$ cat src/rtl/vending_machine_pkg.sv
// Shared types and constants for the multi-product vending machine.
package vending_machine_pkg;

    // Coin values in nickel units.
    localparam int NICKEL_V  = 1;
    localparam int DIME_V    = 2;
    localparam int QUARTER_V = 5;

    // One-hot FSM encoding: serve and change emit commands are single state bits.
    typedef enum logic [4:0] {
        ST_DEPOSIT     = 5'b00001,
        ST_SERVE_EMIT  = 5'b00010,
        ST_SERVE_WAIT  = 5'b00100,
        ST_CHANGE_EMIT = 5'b01000,
        ST_CHANGE_WAIT = 5'b10000
    } vm_state_e;

    localparam int ST_SERVE_EMIT_BIT  = 1;
    localparam int ST_CHANGE_EMIT_BIT = 3;

    // One-hot change coin: bit 0 nickel, bit 1 dime, bit 2 quarter.
    typedef enum logic [2:0] {
        COIN_NONE    = 3'b000,
        COIN_NICKEL  = 3'b001,
        COIN_DIME    = 3'b010,
        COIN_QUARTER = 3'b100
    } coin_sel_e;

    function automatic int coin_value(input coin_sel_e coin);
        case (coin)
            COIN_QUARTER: return QUARTER_V;
            COIN_DIME:    return DIME_V;
            COIN_NICKEL:  return NICKEL_V;
            default:      return 0;
        endcase
    endfunction

endpackage

$ cat src/rtl/vm_change_sel.sv
// Greedy change denomination chooser: largest coin not exceeding the credit.
module vm_change_sel
    import vending_machine_pkg::*;
#(
    parameter int CREDIT_W = 8
) (
    input  logic [CREDIT_W-1:0] i_credit,
    output coin_sel_e           o_coin,
    output logic [CREDIT_W-1:0] o_dec
);

    // Pick the largest denomination that fits; zero credit selects nothing.
    always_comb begin
        // NOTE: every combinational output gets a default first so no path leaves it unassigned (no latch).
        o_coin = COIN_NONE;
        if (i_credit >= CREDIT_W'(QUARTER_V)) begin
            o_coin = COIN_QUARTER;
        end else if (i_credit >= CREDIT_W'(DIME_V)) begin
            o_coin = COIN_DIME;
        end else if (i_credit != '0) begin
            o_coin = COIN_NICKEL;
        end
    end

    assign o_dec = CREDIT_W'(coin_value(o_coin));

endmodule

$ cat src/rtl/vending_machine_mp.sv
// Multi-product vending controller: credit datapath, price compare bank and FSM.
module vending_machine_mp
    import vending_machine_pkg::*;
#(
    parameter int                             N_PRODUCTS  = 4,
    parameter int                             CREDIT_W    = 8,
    parameter logic [N_PRODUCTS*CREDIT_W-1:0] PRICES      = {8'd8, 8'd5, 8'd12, 8'd20},
    parameter bit                             AUTO_CHANGE = 1'b1,
    localparam int                            ID_W        = (N_PRODUCTS > 1) ? $clog2(N_PRODUCTS) : 1
) (
    input  logic                  clk,
    input  logic                  rst_n,
    input  logic                  client_nickel,
    input  logic                  client_dime,
    input  logic                  client_quarter,
    input  logic                  client_select,
    input  logic [ID_W-1:0]       client_sel_id,
    input  logic                  client_cancel,
    output logic [CREDIT_W-1:0]   client_credit_r,
    output logic [N_PRODUCTS-1:0] client_enough_r,
    output logic                  client_coin_reject_r,
    output logic                  client_sel_nack_r,
    input  logic                  serve_done,
    output logic                  serve_emit_r,
    output logic [ID_W-1:0]       serve_id_r,
    input  logic                  change_done,
    output logic                  change_emit_quarter_r,
    output logic                  change_emit_dime_r,
    output logic                  change_emit_nickel_r
);

    // Extra headroom so credit plus a full cycle of coins never wraps.
    localparam int                SUM_W      = CREDIT_W + 4;
    localparam logic [SUM_W-1:0] CREDIT_MAX = {4'b0000, {CREDIT_W{1'b1}}};

    // PRICES is packed with product 0 in the most significant slot.
    function automatic logic [CREDIT_W-1:0] price_of(input int idx);
        return PRICES[(N_PRODUCTS-1-idx)*CREDIT_W +: CREDIT_W];
    endfunction

    vm_state_e           r_state, w_state_nxt;
    logic [CREDIT_W-1:0] r_credit, w_credit_nxt;
    logic [ID_W-1:0]     r_serve_id, w_serve_id_nxt;
    logic                r_coin_reject, w_coin_reject_nxt;
    logic                r_sel_nack, w_sel_nack_nxt;

    logic [SUM_W-1:0]    w_coin_sum;
    logic [SUM_W-1:0]    w_credit_sum;
    logic                w_coin_any;
    logic                w_coin_fit;
    logic [CREDIT_W-1:0] w_credit_acc;
    logic [CREDIT_W-1:0] w_price;
    logic                w_id_ok;
    logic                w_afford;
    coin_sel_e           w_coin;
    logic [CREDIT_W-1:0] w_change_dec;

    assign w_coin_any   = client_nickel | client_dime | client_quarter;
    assign w_coin_sum   = (client_nickel  ? SUM_W'(NICKEL_V)  : '0)
                        + (client_dime    ? SUM_W'(DIME_V)    : '0)
                        + (client_quarter ? SUM_W'(QUARTER_V) : '0);
    assign w_credit_sum = SUM_W'(r_credit) + w_coin_sum;
    assign w_coin_fit   = (w_credit_sum <= CREDIT_MAX);
    // Coins are all-or-nothing: an overflowing cycle leaves the credit untouched.
    assign w_credit_acc = w_coin_fit ? w_credit_sum[CREDIT_W-1:0] : r_credit;

    // Price mux for the requested product; out-of-range ids read as zero and are nacked.
    always_comb begin
        w_price = '0;
        for (int i = 0; i < N_PRODUCTS; i++) begin
            if (32'(client_sel_id) == 32'(i)) w_price = price_of(i);
        end
    end

    assign w_id_ok  = (32'(client_sel_id) < 32'(N_PRODUCTS));
    assign w_afford = (r_credit >= w_price);

    // Affordability bank from registered credit only.
    for (genvar g = 0; g < N_PRODUCTS; g++) begin : g_enough
        assign client_enough_r[g] = (r_credit >= price_of(g));
    end

    vm_change_sel #(
        .CREDIT_W (CREDIT_W)
    ) u_change_sel (
        .i_credit (r_credit),
        .o_coin   (w_coin),
        .o_dec    (w_change_dec)
    );

    // Next-state, next-credit and pulse decode for the vend/change sequence.
    always_comb begin
        w_state_nxt       = r_state;
        w_credit_nxt      = r_credit;
        w_serve_id_nxt    = r_serve_id;
        w_coin_reject_nxt = w_coin_any;
        w_sel_nack_nxt    = 1'b0;
        case (r_state)
            ST_DEPOSIT: begin
                w_coin_reject_nxt = w_coin_any && !w_coin_fit;
                w_credit_nxt      = w_credit_acc;
                if (client_cancel) begin
                    if (r_credit != '0) w_state_nxt = ST_CHANGE_EMIT;
                end else if (client_select) begin
                    if (w_id_ok && w_afford) begin
                        w_credit_nxt   = w_credit_acc - w_price;
                        w_serve_id_nxt = client_sel_id;
                        w_state_nxt    = ST_SERVE_EMIT;
                    end else begin
                        w_sel_nack_nxt = 1'b1;
                    end
                end
            end
            ST_SERVE_EMIT: begin
                w_state_nxt = ST_SERVE_WAIT;
            end
            ST_SERVE_WAIT: begin
                if (serve_done) begin
                    if (r_credit != '0 && AUTO_CHANGE) w_state_nxt = ST_CHANGE_EMIT;
                    else                               w_state_nxt = ST_DEPOSIT;
                end
            end
            ST_CHANGE_EMIT: begin
                w_credit_nxt = r_credit - w_change_dec;
                w_state_nxt  = ST_CHANGE_WAIT;
            end
            ST_CHANGE_WAIT: begin
                if (change_done) begin
                    w_state_nxt = (r_credit == '0) ? ST_DEPOSIT : ST_CHANGE_EMIT;
                end
            end
            default: begin
                w_state_nxt  = ST_DEPOSIT;
                w_credit_nxt = '0;
            end
        endcase
    end

    // State, credit and registered pulse flops; reset discards any credit in flight.
    always_ff @(posedge clk or negedge rst_n) begin
        // NOTE: sequential state uses non-blocking assignments so every flop samples pre-edge values.
        if (!rst_n) begin
            r_state       <= ST_DEPOSIT;
            r_credit      <= '0;
            r_serve_id    <= '0;
            r_coin_reject <= 1'b0;
            r_sel_nack    <= 1'b0;
        end else begin
            r_state       <= w_state_nxt;
            r_credit      <= w_credit_nxt;
            r_serve_id    <= w_serve_id_nxt;
            r_coin_reject <= w_coin_reject_nxt;
            r_sel_nack    <= w_sel_nack_nxt;
        end
    end

    assign client_credit_r       = r_credit;
    assign client_coin_reject_r  = r_coin_reject;
    assign client_sel_nack_r     = r_sel_nack;
    assign serve_emit_r          = r_state[ST_SERVE_EMIT_BIT];
    assign serve_id_r            = r_serve_id;
    assign change_emit_quarter_r = r_state[ST_CHANGE_EMIT_BIT] & w_coin[2];
    assign change_emit_dime_r    = r_state[ST_CHANGE_EMIT_BIT] & w_coin[1];
    assign change_emit_nickel_r  = r_state[ST_CHANGE_EMIT_BIT] & w_coin[0];

endmodule

$ cat config.mk
export PLATFORM = sky130hd
export DESIGN_NAME = vending_machine_mp
export DESIGN_NICKNAME = d
export VERILOG_FILES = /design/src/rtl/vending_machine_pkg.sv /design/src/rtl/vm_change_sel.sv /design/src/rtl/vending_machine_mp.sv
export SDC_FILE = /design/constraint.sdc
export NUM_CORES = 1
export LEC_CHECK = 0
export ABC_AREA = 0
export BUFFER_PORTS_ARGS = -buffer_cell sky130_fd_sc_hd__buf_4
export CAP_MARGIN = 20
export CORE_ASPECT_RATIO = 0.8
export CORE_MARGIN = 2
export CORE_UTILIZATION = 45
export DETAILED_ROUTE_END_ITERATION = 7
export PLACE_DENSITY = 0.71
export SLEW_MARGIN = 25
export SYNTH_ARGS = -nofsm -noshare
export SYNTH_HDL_FRONTEND = slang
export SYNTH_SLANG_ARGS = --single-unit
$ cat constraint.sdc
create_clock -name clk -period 6.7 [get_ports clk]
set_input_delay 0.67 -clock clk [delete_from_list [all_inputs] [get_ports clk]]
set_output_delay 0.67 -clock clk [all_outputs]
set_load 0.02 [all_outputs]
==> results of run 1 <==
## area by class of cell
type	count	area (µm²)	share of cell area, %
repair buffers	31	233	11.2
inverters	10	37.5	1.80
multi-input cells	178	1270	61.1
flip-flops and latches	17	427	20.5
well taps	55	68.8	3.30
clock buffers	4	45.0	2.16
## worst reg2reg max path: cells and delay by family, from the launching register on
| family | cells | cell delay [ps] |
|---|---|---|
| AO/OA/AOI/OAI | 4 | 1300 |
| adder cells (fa/ha/maj) | 3 | 1200 |
| AND/OR/NAND/NOR | 3 | 500 |
| flip-flops | 1 | 430 |
| multiplexers | 1 | 250 |
| XOR/XNOR | 1 | 70 |
## per-layer routing
metal / routed length, µm / up-vias / GRT usage [%]
met5: 0 / - / 0
met4: 12 / 0 / 2.30
li1: - / 846 / -
met3: 173 / 2 / 4.65
met2: 1920 / 33 / 30.6
met1: 2260 / 784 / 32.1
## sequential cells by signal, summed over array words and instances (netlist names)
| register | cells |
|---|---|
| client_coin_reject_r | 1 |
| r_state | 5 |
| serve_id_r | 2 |
| client_credit_r | 8 |
| client_sel_nack_r | 1 |
## Yosys cell counts (2+ instances only)
cell type,n,area (µm²)
nand3_1,3,15.0
mux2_2,3,33.8
o21ai_0,24,120
nand2_1,12,45.0
nor3_1,12,60.1
buf_2,3,15.0
dfrtp_1,16,400
clkbuf_1,11,41.3
nor2_1,19,71.3
ha_1,14,175
a211oi_1,3,22.5
nor2b_1,8,50.1
or4_1,4,30.0
xor2_1,2,17.5
xnor2_1,7,61.3
nor4_1,6,37.5
mux2i_1,11,110
o211ai_1,6,45.0
inv_1,10,37.5
fa_1,3,60.1
nand2b_1,4,25.0
a21o_1,3,22.5
o21a_1,3,22.5
a21oi_1,8,40.0
## stage by stage
stage,area (µm²),instances,worst slack (ps),hold WS (ps)
after detailed placement,2040,291,2470,505
after floorplan,1810,220,2930,374
after global placement,2040,291,2550,499
after CTS,2090,295,2740,282
final,2090,295,2700,264
after global routing,2090,295,2470,281
## kinds of logic (layout without fill, tap and decap cells)
family,count (synthesis),in the layout,share of synthesized area [%]
compound gates,59,59,21.2
xor+xnor,9,9,4.36
fa+ha+maj,17,17,13.0
buf+inv,25,45,5.82
flops,17,17,23.6
mux,15,15,8.79
simple gates,78,78,23.2
## power groups by stage
stage | sequential (W) | combinational [W] | clock, W
floorplan | 0.000216 | 0.000516 | 0
global placement | 0.000243 | 0.000664 | 0
detailed placement | 0.000244 | 0.000671 | 0
CTS | 0.000242 | 0.000675 | 0.0000798
global route | 0.000254 | 0.000758 | 0.0000828
finish | 0.000243 | 0.000675 | 0.0000781
## path summary, 6_finish.rpt
kind / end / slack, ps / cells past startpoint
min in group clk: serve_id_r[0] / 520 / 1
min: client_credit_r[7] / 260 / 1
max: client_credit_r[4] / 2700 / 13
max in group asynchronous: r_state[0] / 6170 / 1
max reg2reg: client_credit_r[4] / 2830 / 12
min reg2reg: serve_id_r[0] / 520 / 1
==> impl_metrics.py, run 1 <==
metrics = {
    "sta": {
        "min_period_over_period_pct": 59.7,
        "worst_pin_slew_ps": 857,
        "maxSlewViolCount": 0,
        "fin_tns_setup_ps": 0,
        "fin_skew_ps": 4.42,
        "layout_min_cycle_time_ps": 4000,
        "setup_viol_count_final": 0,
        "rsz0062_at_grt": "false",
        "final_hold_viol_count": 0,
        "relSlewSlack_pct": 42.6,
        "max_freq_mhz": 250,
    },
    "setup_path": {
        "critPathArrivalTime_ps": 4140,
        "critPathCaptureType": "register",
        "crit_chain": "buf_4 > fa_1 > fa_1 > a21oi_1 > nor3_1 > o21ai_0 > ha_1 > nor2b_1 > o21a_1 > nor2_1 > xnor2_1 > mux2_4 > a221o_1",
        "critPathLaunch": "client_nickel",
        "crit_family": "compound AO/OA/AOI/OAI gates",
        "crit_top_cell": "fa_1",
        "crit_fanout": 8,
        "slowest_delay_ps": 470,
        "path_buf_inv": 1,
        "crit_required_ps": 6840,
        "r2r-start": "client_credit_r[0]",
        "crit_type": "in2reg",
        "crit_path_top_delay_cell": "fa_1",
        "crit_path_start_kind": "input pin",
    },
    "outcome": {
        "status": "finished, final reports clean",
    },
    "detailed_routing": {
        "viasPerCell": 5.64,
        "finalWirelength_mm": 4.36,
        "wl_per_cell_um": 14.8,
        "post-route-drc-count": 0,
        "detail-route-antenna-nets": 0,
        "via_count": 1665,
        "first_pass_iters": 4,
        "drtIter0Drc": 82,
    },
    "clock_network": {
        "cts.sinks": 17,
        "clk_pin_slew_ps": 70,
        "postCtsSetupBuffers": 0,
        "clockBufferDepth": 2,
        "clk_latency_ps": 250,
        "ctsHoldBuffers": 0,
        "cts_root_buf": "clkbuf_8",
        "cts_tree": "built",
        "numCtsBuffers": 3,
        "ctsResizeCount": 0,
        "ctsHtreeMaxLevel": 1,
    },
    "global_route": {
        "grt_max_degree": 18,
        "grt_pass1_wl_mm": 7.21,
        "track_usage_pct": 20.8,
        "overflow": 0,
        "grt_antenna_before_repair": 0,
        "grt_pass1_vias": 1461,
    },
    "power_and_ir_drop": {
        "ir_drop_mv": 0.245,
        "seqPwrFrac_pct": 24.4,
        "finalPower_w": 0.000996,
        "leakage_nw": 0.875,
        "p_sw_share_pct": 50.2,
        "p_int_w": 0.000496,
        "power_frac_clock_pct": 7.8,
        "switchingPower_w": 0.000500,
        "power.density_nw_per_um2": 478,
        "combinationalPowerShare_pct": 67.8,
    },
    "synth": {
        "syn-num-nets": 248,
        "synth_area_per_cell_um2": 8.21,
        "synth_ff_type": "dfrtp_1",
        "yosysWarnings": 0,
        "ys_async_sr_fraction_pct": 100,
        "synth-edff-count": 0,
        "ys_types": 49,
        "netlist_instances": 220,
        "ys_seq_area_share_pct": 23.6,
        "ys_seq_elements": 17,
        "syn_area_um2": 1810,
    },
    "die": {
        "fp.dieW_um": 74.8,
        "core_area_um2": 3830,
        "pin_count": 31,
        "initial_utilization_pct": 47.2,
        "rows": 20,
        "die_height_um": 60.7,
        "die_area_um2": 4540,
    },
    "place": {
        "io_buffer_count": 30,
        "place_hpwl_mm": 3.31,
        "routabilityCongestion": 0.865,
    },
    "finish": {
        "layout-drive-gt1-share_pct": 18.3,
        "final_nets": 269,
        "antennaDiodeCount": 0,
        "fin_util_pct": 54.5,
        "final_common_cell": "buf_4",
        "syn2layout_area_growth_pct": 15.4,
        "mostFrequentLayoutCells": "buf_4 (31), o21ai_0 (24), nor2_1 (19)",
        "fillCellCount": 352,
    },
    "run": {
        "max_cap_viol_count": 0,
    },
    "worst_hold_path": {
        "hold_path_class": "in2async",
    },
}
Note: power is estimated with default switching activity, not from simulation.
==> run 2, diff against run 1 <==
- ABC_AREA: 0 -> 1
- PLACE_DENSITY: 0.71 -> 0.73
- clock period: 6.7 -> 3.35 ns (I/O delays scaled with it)
==> run 2 against run 1 <==
Against the previous run: first-iteration DRC count rose by 62%; power is 140% higher; non-clock buffer count grew 4; die area increased by 4.9%; hold slack improved by 37 ps; combinational power rose to 2.7 times the previous value; core utilization rose by 0.24 points; synthesized area up 5.2%; worst setup slack got worse by 2400 ps; register-to-register slack got worse by 2600 ps; synthesized cell count is 30% higher; routed wire length up 18%; largest power group unchanged; highest routed layer unchanged.
==> impl_metrics.py, run 2 <==
metrics = {
    "clock_network": {
        "clk_pin_slew_ps": 80,
        "numCtsBuffers": 3,
        "clk_latency_ps": 260,
        "postCtsSetupBuffers": 0,
        "cts_tree": "built",
        "cts_root_buf": "clkbuf_8",
        "ctsHtreeMaxLevel": 1,
        "clockBufferDepth": 2,
        "cts.sinks": 17,
    },
    "outcome": {
        "status": "finished, final reports clean",
    },
    "die": {
        "core_area_um2": 4130,
        "rows": 21,
        "die_height_um": 62.1,
        "fp.dieW_um": 76.7,
        "initial_utilization_pct": 46.1,
        "die_area_um2": 4760,
        "pin_count": 31,
    },
    "sta": {
        "fin_skew_ps": 4.39,
        "layout_min_cycle_time_ps": 3090,
        "relSlewSlack_pct": 63.0,
        "max_freq_mhz": 323,
        "final_hold_viol_count": 0,
        "worst_pin_slew_ps": 551,
        "setup_viol_count_final": 0,
        "maxSlewViolCount": 0,
        "setup_slack_ps": 255,
        "fin_tns_setup_ps": 0,
        "min_period_over_period_pct": 92.4,
    },
    "worst_hold_path": {
        "hold_path_class": "in2reg",
    },
    "setup_path": {
        "crit_required_ps": 3500,
        "critPathCaptureType": "register",
        "crit_path_start_kind": "register",
        "crit_fanout": 8,
        "crit_type": "reg2reg",
        "critPathArrivalTime_ps": 3250,
    },
    "power_and_ir_drop": {
        "power.density_nw_per_um2": 1050,
        "leakage_nw": 1.22,
        "ir_drop_mv": 0.849,
        "finalPower_w": 0.00238,
    },
    "finish": {
        "final_common_cell": "nand2_1",
        "fin_cells": 378,
        "layout-drive-gt1-share_pct": 24.0,
        "largest_reg_flops": 8,
        "ff_latch_area_um2": 428,
        "mostFrequentLayoutCells": "nand2_1 (78), inv_1 (37), nand3_1 (34), buf_4 (34), nor2_1 (22)",
        "syn2layout_area_growth_pct": 18.8,
        "final_nets": 350,
        "multiInputGateArea_um2": 1270,
        "fillCellCount": 394,
        "antennaDiodeCount": 0,
    },
    "synth": {
        "yosysWarnings": 0,
        "synth_ff_type": "dfrtp_1",
        "netlist_instances": 286,
        "ys_async_sr_fraction_pct": 100,
        "synth_top_area_share_pct": 21.1,
        "ys_seq_area_share_pct": 22.4,
        "synth_area_per_cell_um2": 6.65,
        "syn-num-nets": 314,
        "synth-edff-count": 0,
        "syn_area_um2": 1900,
        "ys_types": 37,
        "yosys.area.top_type": "dfrtp_1",
        "synth_common_cells": "nand2_1 (78), inv_1 (37), nand3_1 (34), nor2_1 (22), dfrtp_1 (16)",
        "synthTopCellsByArea": "dfrtp_1 (21%), nand2_1 (15%), ha_1 (9.2%)",
        "synth.most_common_cell": "nand2_1",
        "ys_seq_elements": 17,
    },
    "place": {
        "io_buffer_count": 30,
        "place_hpwl_mm": 4.16,
        "routabilityCongestion": 0.871,
        "place_ws_ps": 88.4,
        "placedCellCount": 373,
    },
    "global_route": {
        "grt_antenna_before_repair": 0,
        "grt_pass1_vias": 1825,
        "track_usage_pct": 22.9,
        "overflow": 0,
        "grt_pass1_wl_mm": 8.78,
        "grt_max_degree": 18,
    },
    "detailed_routing": {
        "wl_per_cell_um": 13.6,
        "finalWirelength_mm": 5.13,
        "via_count": 1960,
        "post-route-drc-count": 0,
        "drtIter0Drc": 133,
        "viasPerCell": 5.19,
        "first_pass_iters": 4,
        "detail-route-antenna-nets": 0,
    },
    "run": {
        "max_cap_viol_count": 0,
    },
}
run 2: where the power goes:
group	internal, W	leakage [nW]	switching, W
Combinational	0.000662	0.978	0.00118
Sequential	0.000287	0.220	0.0000850
Clock	0.0000830	0.0255	0.0000876
run 2: worst paths after layout:
kind / start / end / slack, ps / depth (start not counted)
worst min register to register: serve_id_r[1] / serve_id_r[1] / 480 / 2
worst min-delay path: client_sel_id[1] / serve_id_r[1] / 300 / 3
worst max register to register: client_credit_r[0] / client_credit_r[6] / 260 / 19
worst max-delay path: client_credit_r[0] / client_credit_r[6] / 260 / 19
min in group asynchronous: rst_n / client_credit_r[7] / 470 / 2
max in group asynchronous: rst_n / r_state[0] / 2610 / 2
run 2: logic make-up (layout without fill, tap and decap cells):
group                      after synthesis  after routing  share of synthesized area [%]
AOI/OAI and AO/OA                       27             27                           8.29
xor gates and xnor gates                 5              5                           2.30
adders and majority gates               17             17                           12.4
buffers and inverters                   51             86                           10.9
DFF                                     17             17                           22.4
and+or+nand+nor                        169            169                           43.7
run 2: area by class of cell:
type	count	share of cell area, %
Multi-Input combinational cell	218	56.3
Sequential cell	17	19.0
Timing Repair Buffer	35	11.8
Inverter	47	7.82
Tap cell	57	3.16
Clock buffer	3	1.83
Clock inverter	1	0.222
run 2: metrics by stage:
step	util (%)	cell area (µm²)	hold WS (ps)
2_1_floorplan	-	1900	39.4
3_3_place_gp	53.3	2200	222
3_5_place_dp	53.3	2200	226
4_1_cts	54.6	2250	300
5_1_grt	54.7	2260	344
6_report	54.7	2260	301
run 2: repair_timing:
| action | in CTS | in global routing |
|---|---|---|
| endpoints found under the setup margin | 0 | 3 |
| hold buffers | 1 | 0 |
| endpoints found under the hold margin | 16 | 0 |
| resized for setup | 0 | 3 |
run 2: worst max-delay path, stage by stage, from the launching register on:
cell	delay (ps)
dfrtp_2	450
fa_2	380
fa_1	440
nand3_1	120
nand2_2	100
nand2_4	110
inv_1	80
nand2_1	60
o21a_1	140
inv_1	60
ha_1	330
nand2_1	70
o21ai_1	180
nand2_1	80
nand2_1	60
nor2_1	50
nand2_1	60
nand3_1	60
nand3_1	70
nand3_1	70
run 2: per-layer routing:
metal | vias up | part of all wire, % | GRT usage, %
met1 | 894 | 50 | 34.8
met2 | 68 | 41 | 33.8
met4 | 0 | 2.3 | 7.73
met3 | 10 | 6.2 | 2.18
li1 | 988 | - | -
met5 | - | 0 | 0
